<file path="config.mk">
export PLATFORM = sky130hd
export DESIGN_NAME = fifo_stream_reader
export DESIGN_NICKNAME = d
export VERILOG_FILES = /design/src/rtl/fifo_stream_reader.sv
export SDC_FILE = /design/constraint.sdc
export NUM_CORES = 1
export LEC_CHECK = 0
export CAP_MARGIN = 20
export CELL_PAD_IN_SITES_DETAIL_PLACEMENT = 1
export CELL_PAD_IN_SITES_GLOBAL_PLACEMENT = 1
export CORE_MARGIN = 2
export CORE_UTILIZATION = 46
export CTS_BUF_LIST = sky130_fd_sc_hd__clkbuf_4 sky130_fd_sc_hd__clkbuf_8 sky130_fd_sc_hd__clkbuf_16
export CTS_CLUSTER_SIZE = 20
export DETAILED_ROUTE_END_ITERATION = 6
export GPL_TIMING_DRIVEN = 1
export PLACE_DENSITY = 0.82
export SKIP_CTS_REPAIR_TIMING = 1
export SLEW_MARGIN = 20
export SYNTH_ARGS = -nofsm -noshare
export SYNTH_HDL_FRONTEND = slang
export SYNTH_SLANG_ARGS = --single-unit
</file>
<file path="constraint.sdc">
create_clock -name clk -period 5.6 [get_ports clk]
set_input_delay 1.4 -clock clk [delete_from_list [all_inputs] [get_ports clk]]
set_output_delay 1.4 -clock clk [all_outputs]
set_load 0.02 [all_outputs]
</file>
<file path="src/rtl/fifo_stream_reader.sv">
// fifo_stream_reader: drains a fixed-latency FIFO read port into a valid/ready stream,
// parking returning words in a skid buffer sized to cover everything still in flight.
module fifo_stream_reader #(
    parameter int DATA_WIDTH = 16,
    parameter int RD_LATENCY = 1
) (
    input  logic                              clk,
    input  logic                              rst,
    input  logic                              fifo_empty,
    output logic                              fifo_rd,
    input  logic [DATA_WIDTH-1:0]             fifo_dout,
    output logic                              m_valid,
    input  logic                              m_ready,
    output logic [DATA_WIDTH-1:0]             m_data,
    output logic [$clog2(RD_LATENCY+3)-1:0]   buf_level,
    output logic                              err_ovf
);
    localparam int BUF_DEPTH = RD_LATENCY + 2;
    localparam int LW = $clog2(BUF_DEPTH + 1);
    localparam int PW = $clog2(BUF_DEPTH);

    logic                  rd_req;
    logic [RD_LATENCY-1:0] pipe;
    logic [RD_LATENCY-1:0] pipe_nxt;
    logic [DATA_WIDTH-1:0] mem [BUF_DEPTH];
    logic [PW-1:0]         wr_ptr;
    logic [PW-1:0]         rd_ptr;
    logic [LW-1:0]         count;
    logic [LW-1:0]         count_nxt;
    logic [LW:0]           inflight;
    logic [LW:0]           commit;
    logic                  push;
    logic                  pop;
    logic                  accept;
    logic                  ovf;

    // The request is registered; masking with the live empty flag keeps a stale
    // request from popping a FIFO that drained on the previous edge.
    assign fifo_rd   = rd_req && !fifo_empty;
    assign m_valid   = count != '0;
    assign m_data    = m_valid ? mem[rd_ptr] : '0;
    assign buf_level = count;

    assign push      = pipe[RD_LATENCY-1];
    assign pop       = m_valid && m_ready;
    assign accept    = push && (count != LW'(BUF_DEPTH) || pop);
    assign ovf       = push && !accept;
    assign count_nxt = (accept && !pop) ? count + LW'(1) :
                       (!accept && pop) ? count - LW'(1) : count;

    // Words committed after this edge: stored plus every read still travelling.
    always_comb begin
        pipe_nxt    = pipe << 1;
        pipe_nxt[0] = fifo_rd;
        inflight    = '0;
        for (int i = 0; i < RD_LATENCY; i++)
            inflight = inflight + (LW+1)'(pipe_nxt[i]);
        commit      = {1'b0, count_nxt} + inflight;
    end

    always_ff @(posedge clk) begin
        if (rst) begin
            rd_req  <= 1'b0;
            pipe    <= '0;
            wr_ptr  <= '0;
            rd_ptr  <= '0;
            count   <= '0;
            err_ovf <= 1'b0;
        end else begin
            rd_req  <= !fifo_empty && commit < (LW+1)'(BUF_DEPTH);
            pipe    <= pipe_nxt;
            wr_ptr  <= !accept ? wr_ptr : wr_ptr == PW'(BUF_DEPTH - 1) ? '0 : wr_ptr + PW'(1);
            rd_ptr  <= !pop ? rd_ptr : rd_ptr == PW'(BUF_DEPTH - 1) ? '0 : rd_ptr + PW'(1);
            count   <= count_nxt;
            err_ovf <= err_ovf || ovf;
        end
    end

    always_ff @(posedge clk) begin
        if (accept)
            mem[wr_ptr] <= fifo_dout;
    end
endmodule

</file>
==> results of run 1 <==
cell families (layout without fill, tap and decap cells):
| kind of cell | count (synthesis) | in the layout | synth area share [%] |
|---|---|---|---|
| buf+inv | 13 | 63 | 2.83 |
| flops | 59 | 59 | 68.3 |
| simple gates | 39 | 39 | 8.38 |
| xor+xnor | 1 | 1 | 0.360 |
| compound gates | 10 | 10 | 2.62 |
| fa+ha+maj | 4 | 4 | 2.06 |
| mux | 35 | 35 | 15.4 |
per-stage QoR:
stage,area [um2],worst slack [ps],utilization [%]
2_1_floorplan,2430,2180,-
3_3_place_gp,2900,1580,56.7
3_5_place_dp,2900,1520,56.7
4_1_cts,3100,1510,60.7
5_1_grt,3100,1430,60.7
6_report,3100,1530,60.7
metal layers:
| layer | wire, um | share of wire (%) |
|---|---|---|
| met1 | 2230 | 44 |
| met2 | 2600 | 51 |
| met3 | 177 | 3.5 |
| met4 | 78 | 1.5 |
| met5 | 0 | 0 |
cell usage in the layout, fill, tap and decap left out, drive strengths merged:
master,netlist,final
clkinv,0,5
edfxtp,48,48
a21boi,1,1
o22ai,1,1
ha,4,4
xnor2,1,1
or3,1,1
clkdlybuf4s50,0,40
o21ai,1,1
nand2b,4,4
nor2b,3,3
a211oi,1,1
nor2,21,21
a31oi,1,1
mux2,17,17
or2b,2,2
bufinv,0,2
nor3b,2,2
inv,5,5
buf,6,2
nand2,2,2
and3b,1,1
o211ai,1,1
mux2i,18,18
a2111oi,1,1
or3b,1,1
a21oi,3,3
nand3b,1,1
nor3,1,1
clkbuf,2,9
dfxtp,11,11
sequential cells by signal (all words and copies together), names as in the netlist, named ones only:
register / flops
buf_level: 2
err_ovf: 1
mem: 48
pipe: 1
rd_ptr: 2
rd_req: 1
wr_ptr: 2
path summary, 6_finish.rpt:
path / startpoint / end / slack [ps]
max: fifo_empty / fifo_rd / 1530
min: err_ovf / err_ovf / 490
max reg2reg: buf_level[0] / rd_req / 2790
min reg2reg: err_ovf / err_ovf / 490
report_power, final:
group / total [mW] / internal [mW] / switching [mW]
Sequential: 0.501 / 0.485 / 0.0167
Combinational: 0.211 / 0.104 / 0.107
Clock: 0.402 / 0.245 / 0.157
layout make-up:
cell class                 instances  area [um2]  share of cell area, %
sequential                        59        1660                   53.6
multi-input combinational         89         712                   23.0
timing repair buffer              42         415                   13.4
clock buffer                       9         124                   3.99
tap                               70        87.6                   2.82
clock inverter                     7        82.6                   2.66
inverter                           5        18.8                  0.605
tightest hold or removal path, stage by stage (launching register included):
cell     delay, ps
dfxtp_1        330
a31oi_1         50
nor2_1          80
==> results.md, run 1 <==
- Register area share after synthesis: 68.3%
- Final net count: 230
- GR Util met2: 32.2%
- Share of layout cells above drive strength 1: 17.5%
- Pleak: between 1 and 1.5 nW
- CTS Buffer Depth: 2
- Post-synth top cells: 48 x edfxtp_1, 21 x nor2_1, 17 x mux2i_1
- Critical Path RT: 4200 ps
- Largest net degree at the start of global routing: 20
- Routed wire length: between 5000 and 6000 um
- Syn nets: between 150 and 200
- Via-to-Cell Ratio: roughly 5.1
- Total of max-cap violations: 0
- Min-delay worst type: flop to flop
- Critical path depth: 3
- Fin. max-slew vios: 0
- Synth area leader: edfxtp_1
- Port buffer count: 40
- Vias in the first global route: about 1600
- Slowest cell delay on critical path: about 640 ps
- Synth Cell Area: 2430 um2
- # rows: 26
- Critical Path Slowest Stage Cell: clkdlybuf4s50_1
- Distinct cells, synth: 32
- Most frequent cell after synthesis: edfxtp_1
- Antenna Nets Post-Route: 0
- Core footprint: just over 5000 um2
- P&R area growth vs syn: 27.5%
- CTS tree: done
- Met3 GRT Util: 5.53%
- Worst Hold Slack: roughly 490 ps
- Status: completed
- DIE AREA: between 5000 and 6000 um2
- Crit path cell chain: clkdlybuf4s50_1, nor2b_1, clkdlybuf4s50_1
- Fin crit period: 4070 ps
- Setup CP Type: input port to output pin
- Iteration-0 DRC Markers: 86
- Final hold violations: 0
- CP Capture Type: output pin
- Layer with the highest usage: met2
- Final Cycle Share: 72.6%
- Crit path top cell by count: clkdlybuf4s50_1
- PD cells: 359 nW/um2
- Worst-path maximum fanout: 3
- Grt met1 use: 21.7%
- Hold Path Cell Cnt: 2
- Drt wl/cell: 18.1 um
- Die span in y: between 70 and 80 um
- Total number of vias: 1429
- Worst-Margin Slew: about 1000 ps
- GP Congestion: approximately 0.73
- Initial Utilization: 47.6%
- Ys Warns: 0
- CTS root buffer: clkbuf_8
- R2R depth: 8
- IO Pins: between 40 and 50
- Initial antenna violation count: 0
- Async SR Flop Fraction: 0%
- Fill cells: between 400 and 500
- Post-synth top area share: about three fifths
- Non-Filler Instances: 281
- Most used DFF post-synth: edfxtp_1
- Setup TNS: 0 ps
- Post-synthesis sequential element count: 59
- H-tree levels: 3
- Dominant cells by area after synthesis: edfxtp_1 59%, dfxtp_1 9.1%, mux2_2 7.4%
- GRT Util Overall: around a fifth
- Top cell family by delay on the critical path: buffers and inverters
- Chip width: 76.7 um
- Overall power: between 1 and 1.5 mW
- Placed Cells incl. Taps: about 270
- Mapped Avg Cell Area: about 15 um2
- Num CTS Buffers: 9
- Finish-stage setup viols: 0
- Relative slew slack: 31.7%
- RSZ-0062 raised after global routing: false
- Peak supply drop: 0.000231 V
- Post-synth EDFFs: between 40 and 50
- Grt ovf: 0
- First-pass GRT wire length: about 8200 um
- DR pass1 iterations: 4
- Post-detailed-route DRC marker count: 0
- Clk slew on worst S/H paths: around 60 ps
- Post-DP HPWL: 3300 um
- Diodes inserted: 0
- F_max: 246 MHz
- Worst setup SP type: input port
- Worst EP arrival: 2670 ps
- Number of buffers and inverters on the critical path: 2
- Post-Synthesis Cells: roughly 160
- Clock Sinks: 59
- Clk Latency, worst-skew pair: about 330 ps
- Clk_skew: between 4 and 5 ps
No activity file was read; power rests on OpenSTA's default activity.
==> inputs of run 2 (changes only) <==
--- a/config.mk
+++ b/config.mk
@@ -9,12 +9,12 @@
 export CELL_PAD_IN_SITES_DETAIL_PLACEMENT = 1
 export CELL_PAD_IN_SITES_GLOBAL_PLACEMENT = 1
 export CORE_MARGIN = 2
-export CORE_UTILIZATION = 46
+export CORE_UTILIZATION = 39
 export CTS_BUF_LIST = sky130_fd_sc_hd__clkbuf_4 sky130_fd_sc_hd__clkbuf_8 sky130_fd_sc_hd__clkbuf_16
 export CTS_CLUSTER_SIZE = 20
 export DETAILED_ROUTE_END_ITERATION = 6
 export GPL_TIMING_DRIVEN = 1
-export PLACE_DENSITY = 0.82
+export PLACE_DENSITY = 0.74
 export SKIP_CTS_REPAIR_TIMING = 1
 export SLEW_MARGIN = 20
 export SYNTH_ARGS = -nofsm -noshare
==> constraint.sdc (replaced) <==
create_clock -name clk -period 3.3 [get_ports clk]
set_input_delay 0.825 -clock clk [delete_from_list [all_inputs] [get_ports clk]]
set_output_delay 0.825 -clock clk [all_outputs]
set_load 0.02 [all_outputs]
==> results.md, run 2 (same netlist as run 1, synthesis figures left out) <==
- Min-delay worst type: flop to flop
- Clk Latency, worst-skew pair: 330 ps (about the same)
- Post-detailed-route DRC marker count: 0 (unchanged)
- Worst setup SP type: flop
- Hold path start: err_ovf
- Final Util: 52.7% (-8.1 points)
- Worst-Margin Slew: 397 ps (-626 ps)
- Drt wl/cell: 16.8 um (-7.2%)
- CP Capture Type: output pin
- DR pass1 iterations: 4 (unchanged)
- Relative slew slack: 73.3% (+42 points)
- Crit path cell chain: inv_1, ha_1, buf_4, nor2_1, clkdlybuf4s50_1
- Largest net degree at the start of global routing: 17 (-15%)
- Antenna Nets Post-Route: 0 (unchanged)
- P&R area growth vs syn: 29.7%
- Total number of vias: 1433 (+0.28%)
- Num CTS Buffers: 9 (unchanged)
- Number of buffers and inverters on the critical path: 3 (+1)
- Clk_skew: 5.31 ps (+1.03 ps)
- Setup CP Type: flop to output pin
- Vias in the first global route: 1642 (+2.9%)
- Pleak: 1.07 nW (+3.3%)
- Chip width: 83.0 um (+8.2%)
- Critical Path Slowest Stage Cell: clkdlybuf4s50_1
- Via-to-Cell Ratio: 4.91 (-3.5%)
- Initial antenna violation count: 0 (unchanged)
- Grt met1 use: 17.6% (-4.1 points)
- Crit path from: buf_level[0]
- F_max: 337 MHz
- Total of max-cap violations: 0 (unchanged)
- Worst-path maximum fanout: 11 (+8)
- Status: completed
- IO Pins: 41 (unchanged)
- Fin. max-slew vios: 0 (unchanged)
- Max FFs per register: 48 (unchanged)
- Setup TNS: 0 ps (unchanged)
- Share of layout cells above drive strength 1: 20.7% (+3.2 points)
- Core footprint: 5990 um2 (+17%)
- H-tree levels: 3 (unchanged)
- Routed wire length: 4910 um (-3.5%)
- Initial Utilization: 40.6% (-7.0 points)
- CTS root buffer: clkbuf_8
- GRT Util Overall: 15.5% (-3.1 points)
- Clk slew on worst S/H paths: 60 ps (about the same)
- Top cell family by delay on the critical path: buffers and inverters
- Post-DP HPWL: 3310 um (+0.13%)
- Peak supply drop: 0.000287 V (+24%)
- Grt ovf: 0 (unchanged)
- RSZ-0062 raised after global routing: false
- DIE AREA: 6880 um2 (+17%)
- Final net count: 236 (+2.6%)
- Port buffer count: 40 (unchanged)
- Top reg by flops: mem
- Met3 GRT Util: 4.97% (-0.56 points)
- Critical Path RT: 2470 ps (-1730 ps)
- Finish-stage setup viols: 0 (unchanged)
- Iteration-0 DRC Markers: 62 (-28%)
- GP Congestion: 0.804 (+10%)
- GR Util met2: 26.5% (-5.7 points)
- R2r startpoint: buf_level[0]
- Layer with the highest usage: met2
- Most frequent cells in the layout: 48 x edfxtp_1, 40 x clkdlybuf4s50_1, 21 x nor2_1
- First-pass GRT wire length: 8110 um (-1.3%)
- Clock Sinks: 59 (unchanged)
- Final hold violations: 0 (unchanged)
- Most common cell after layout, fill and taps aside: edfxtp_1
- CTS tree: done
- Worst EP arrival: 2140 ps (-530 ps)
- Fill cells: 585 (+18%)
- Diodes inserted: 0 (unchanged)
- Die span in y: 83.0 um (+8.2%)
- # rows: 28 (+7.7%)
- Final Cycle Share: around 90%
- Fin crit period: about 3000 ps
- CTS Buffer Depth: 2 (unchanged)
- Slowest cell delay on critical path: 620 ps (-20 ps)
- PD cells: 601 nW/um2 (+67%)
[run 2: cell types whose count changed in the layout (fill, tap and decap cells not counted)]
| cell | previous run | this run |
|---|---|---|
| clkbuf_4 | 0 | 3 |
| bufinv_16 | 2 | 1 |
| clkbuf_8 | 9 | 11 |
| clkinv_2 | 3 | 1 |
| buf_4 | 2 | 8 |
| clkinv_1 | 2 | 0 |
[run 2: final cells by class]
class	instances	area, um2	share of cell area (%)
Tap cell	75	93.8	2.97
Multi-Input combinational cell	89	712	22.6
Clock inverter	2	35.0	1.11
Timing Repair Buffer	48	460	14.6
Sequential cell	59	1660	52.7
Inverter	5	18.8	0.595
Clock buffer	14	174	5.51
[run 2: path summary, 6_finish.rpt]
check        cells after the start        end  slack [ps]
max                              5  m_data[7]         330
min                              2    err_ovf         480
max reg2reg                      8     rd_req         900
min reg2reg                      2    err_ovf         480
[run 2: layer usage]
layer	part of all wire, %	vias to the layer above
met5	0	-
met2	50	35
met3	4.7	8
met4	1.8	0
met1	43	697
li1	-	693
[run 2: power breakdown]
| part | switching (mW) | internal [mW] |
|---|---|---|
| clock network | 0.267 | 0.415 |
| logic | 0.195 | 0.184 |
| registers | 0.0120 | 0.823 |
[run 2: tightest hold or removal path, stage by stage (launching register included)]
cell and delay (ps):
dfxtp_1 330, a31oi_1 50, nor2_1 70
[run 2: per-stage QoR]
stage	instance area, um2	hold WS (ps)	total power, mW	std cells	setup slack, ps
2_1_floorplan	2430	454	1.07	161	366
3_3_place_gp	2950	458	1.22	276	426
3_5_place_dp	2950	467	1.24	276	379
4_1_cts	3160	491	1.92	292	273
5_1_grt	3160	537	1.97	292	181
6_report	3160	484	1.90	292	331
==> inputs of run 3 (changes only) <==
--- a/config.mk
+++ b/config.mk
@@ -5,11 +5,12 @@
 export SDC_FILE = /design/constraint.sdc
 export NUM_CORES = 1
 export LEC_CHECK = 0
+export ABC_AREA = 1
 export CAP_MARGIN = 20
 export CELL_PAD_IN_SITES_DETAIL_PLACEMENT = 1
 export CELL_PAD_IN_SITES_GLOBAL_PLACEMENT = 1
 export CORE_MARGIN = 2
-export CORE_UTILIZATION = 39
+export CORE_UTILIZATION = 37
 export CTS_BUF_LIST = sky130_fd_sc_hd__clkbuf_4 sky130_fd_sc_hd__clkbuf_8 sky130_fd_sc_hd__clkbuf_16
 export CTS_CLUSTER_SIZE = 20
 export DETAILED_ROUTE_END_ITERATION = 6
==> results.md, run 3 <==
- # rows: 29 (+3.6%)
- Routed wire length: 4810 um (-2.1%)
- Dominant cells by area after synthesis: edfxtp_1 58%, inv_1 9.1%, dfxtp_1 8.8%
- PD cells: 598 nW/um2 (-0.48%)
- Most used DFF post-synth: edfxtp_1
- DIE AREA: 7450 um2 (+8.2%)
- Multi-input gate area: 561 um2 (-21%)
- Antenna Nets Post-Route: 0 (unchanged)
- IO Pins: 41 (unchanged)
- Sequential power share: 43.2% (-0.8 points)
- Clk_skew: 8.16 ps (+2.85 ps)
- Finish-stage setup viols: 0 (unchanged)
- Status: completed
- Crit path from: buf_level[0]
- Peak supply drop: 0.000445 V (+55%)
- Iteration-0 DRC Markers: 40 (-35%)
- Initial antenna violation count: 0 (unchanged)
- Crit path top cell by count: inv_1
- Core footprint: 6460 um2 (+7.8%)
- Layer with the highest usage: met2
- Clk pwr share: 37.1% (+1.1 points)
- Grt met1 use: 16.0% (-1.6 points)
- Share of layout cells above drive strength 1: 11.6% (-9.1 points)
- Most frequent cells in the layout: 61 x inv_1, 48 x edfxtp_1, 40 x clkdlybuf4s50_1
- H-tree levels: 3 (unchanged)
- Post-synth EDFFs: 48 (unchanged)
- Post-synth top area share: 57.5% (-1.7 points)
- Relative slew slack: 67.8% (-5.4 points)
- F_max: 340 MHz (+0.99%)
- Clk Latency, worst-skew pair: 340 ps (about the same)
- Fin crit period: 2940 ps (-29.1 ps)
- First-pass GRT wire length: 7990 um (-1.4%)
- Critical Path RT: 2470 ps (about the same)
- Drt wl/cell: 13.0 um (-22%)
- Register area share after synthesis: 66.3% (-2.0 points)
- Top reg by flops: mem
- Clk slew on worst S/H paths: 60 ps (about the same)
- Combinational Power Share: 19.7% (-0.3 points)
- RSZ-0062 raised after global routing: false
- Final hold violations: 0 (unchanged)
- Via-to-Cell Ratio: 4.62 (-6.0%)
- Slowest cell delay on critical path: 590 ps (-30 ps)
- Total number of vias: 1703 (+19%)
- Diodes inserted: 0 (unchanged)
- Async SR Flop Fraction: 0% (unchanged)
- Crit path cell chain: inv_1, ha_2, a21oi_1, o21ai_0, inv_1, clkdlybuf4s50_1
- Worst-path maximum fanout: 18 (+7)
- Synth Cell Area: 2510 um2 (+3.0%)
- R2r startpoint: buf_level[0]
- Clock Sinks: 59 (unchanged)
- Net Switching: 0.504 mW (+6.3%)
- Post-DP HPWL: 3420 um (+3.6%)
- CP Capture Type: output pin
- Min-delay worst type: flop to flop
- Largest net degree at the start of global routing: 19 (+2)
- Post-Synthesis Cells: 238 (+48%)
- GP Congestion: 0.796 (-0.96%)
- Hold path start: rd_req
- Most common cell after layout, fill and taps aside: inv_1
- Distinct cells, synth: 21 (-34%)
- Overall power: 1.93 mW (+1.8%)
- Post-synth top cells: 61 x inv_1, 48 x edfxtp_1, 32 x o21ai_0
- Synth area leader: edfxtp_1
- Syn nets: 262 (+42%)
- Post-synthesis sequential element count: 59 (unchanged)
- Most frequent cell after synthesis: inv_1
- Port buffer count: 40 (unchanged)
- Initial Utilization: 38.8% (-1.8 points)
- Register Area: 1660 um2 (unchanged)
- Fill cells: 725 (+24%)
- Final net count: 311 (+32%)
- Die span in y: 86.3 um (+4.0%)
- Worst setup SP type: flop
- P_int: 1.43 mW (+0.36%)
- Sw Ratio: 26.1% (+1.1 points)
- GRT Util Overall: 14.7% (-0.81 points)
- CTS Buffer Depth: 2 (unchanged)
- Mapped Avg Cell Area: 10.5 um2 (-30%)
- Setup CP Type: flop to output pin
- Pleak: 1.38 nW (+29%)
- P&R area growth vs syn: 28.9%
- Grt ovf: 0 (unchanged)
- Vias in the first global route: 1772 (+7.9%)
- DR pass1 iterations: 4 (unchanged)
- Worst-Margin Slew: 482 ps (+85.4 ps)
- Fin. max-slew vios: 0 (unchanged)
- Max FFs per register: 48 (unchanged)
- Worst EP arrival: 2120 ps (-20 ps)
- Met3 GRT Util: 3.43% (-1.5 points)
- Chip width: 86.3 um (+4.0%)
- Num CTS Buffers: 9 (unchanged)
- Critical Path Slowest Stage Cell: clkdlybuf4s50_1
- Final Cycle Share: 89.1% (-0.88 points)
- Post-detailed-route DRC marker count: 0 (unchanged)
- Ys Warns: 0 (unchanged)
- CTS tree: done
- Setup TNS: 0 ps (unchanged)
- GR Util met2: 25.4% (-1.1 points)
- Total of max-cap violations: 0 (unchanged)
- CTS root buffer: clkbuf_8
[run 3: cell count changes in the layout (fill, tap and decap cells not counted), sizes merged, moves of 2 or more]
cell | previous run | this run
inv | 5 | 63
mux2i | 18 | 0
a21oi | 3 | 21
nand3 | 0 | 8
or2b | 2 | 0
clkbuf | 14 | 11
nor2 | 21 | 8
nand2b | 4 | 0
mux2 | 17 | 0
nor2b | 3 | 0
nand2 | 2 | 29
o21ai | 1 | 32
nor3b | 2 | 0
[run 3: kinds of logic after synthesis]
group,count (synthesis),share of synthesized area [%]
simple gates,48,8.99
buf+inv,72,11.5
flops,59,66.3
fa+ha+maj,4,2.00
compound gates,55,11.2
[run 3: final cells by class]
cell class | count | share of cell area [%]
clock buffers | 11 | 4.30
clock inverters | 5 | 2.40
inverters | 63 | 7.48
multi-input cells | 107 | 17.4
flip-flops and latches | 59 | 51.5
well taps | 77 | 2.98
repair buffers | 47 | 14.0
[run 3: power by group through the flow]
stage          combinational, mW  clock (mW)  sequential [mW]
2_1_floorplan              0.220           0            0.855
3_3_place_gp               0.378           0            0.849
3_5_place_dp               0.387           0            0.850
4_1_cts                    0.389       0.733            0.834
5_1_grt                    0.425       0.767            0.836
6_report                   0.380       0.716            0.834
[run 3: routing by layer]
layer  up-vias  part of all wire, %  wire (um)
li1        869                    -          -
met5         -                    0          0
met1       799                   42       2040
met4         0                  3.1        147
met3        10                  2.6        125
met2        25                   52       2490
[run 3: worst max-delay path: cells and delay by family, from the launching register on]
kind / cells / cell delay, ps
DFF: 1 / 380
buffers and inverters: 3 / 750
adders and majority gates: 1 / 350
AOI/OAI and AO/OA: 2 / 300
[run 3: path summary, 6_finish.rpt]
check                           slack, ps  depth (start not counted)   endpoint
worst max-delay path                  360                          6  m_data[9]
worst min-delay path                  440                          2       pipe
worst max register to register       1090                         13     rd_req
worst min register to register        440                          2       pipe
[run 3: through the flow]
step	cells	instance area (um2)	setup slack [ps]	hold slack (ps)	util, %
2_1_floorplan	238	2510	1030	416	-
3_3_place_gp	353	3010	439	436	46.6
3_5_place_dp	353	3010	366	442	46.6
4_1_cts	369	3230	78.7	450	50.0
5_1_grt	369	3230	210	470	50.0
6_report	369	3230	360	444	50.0
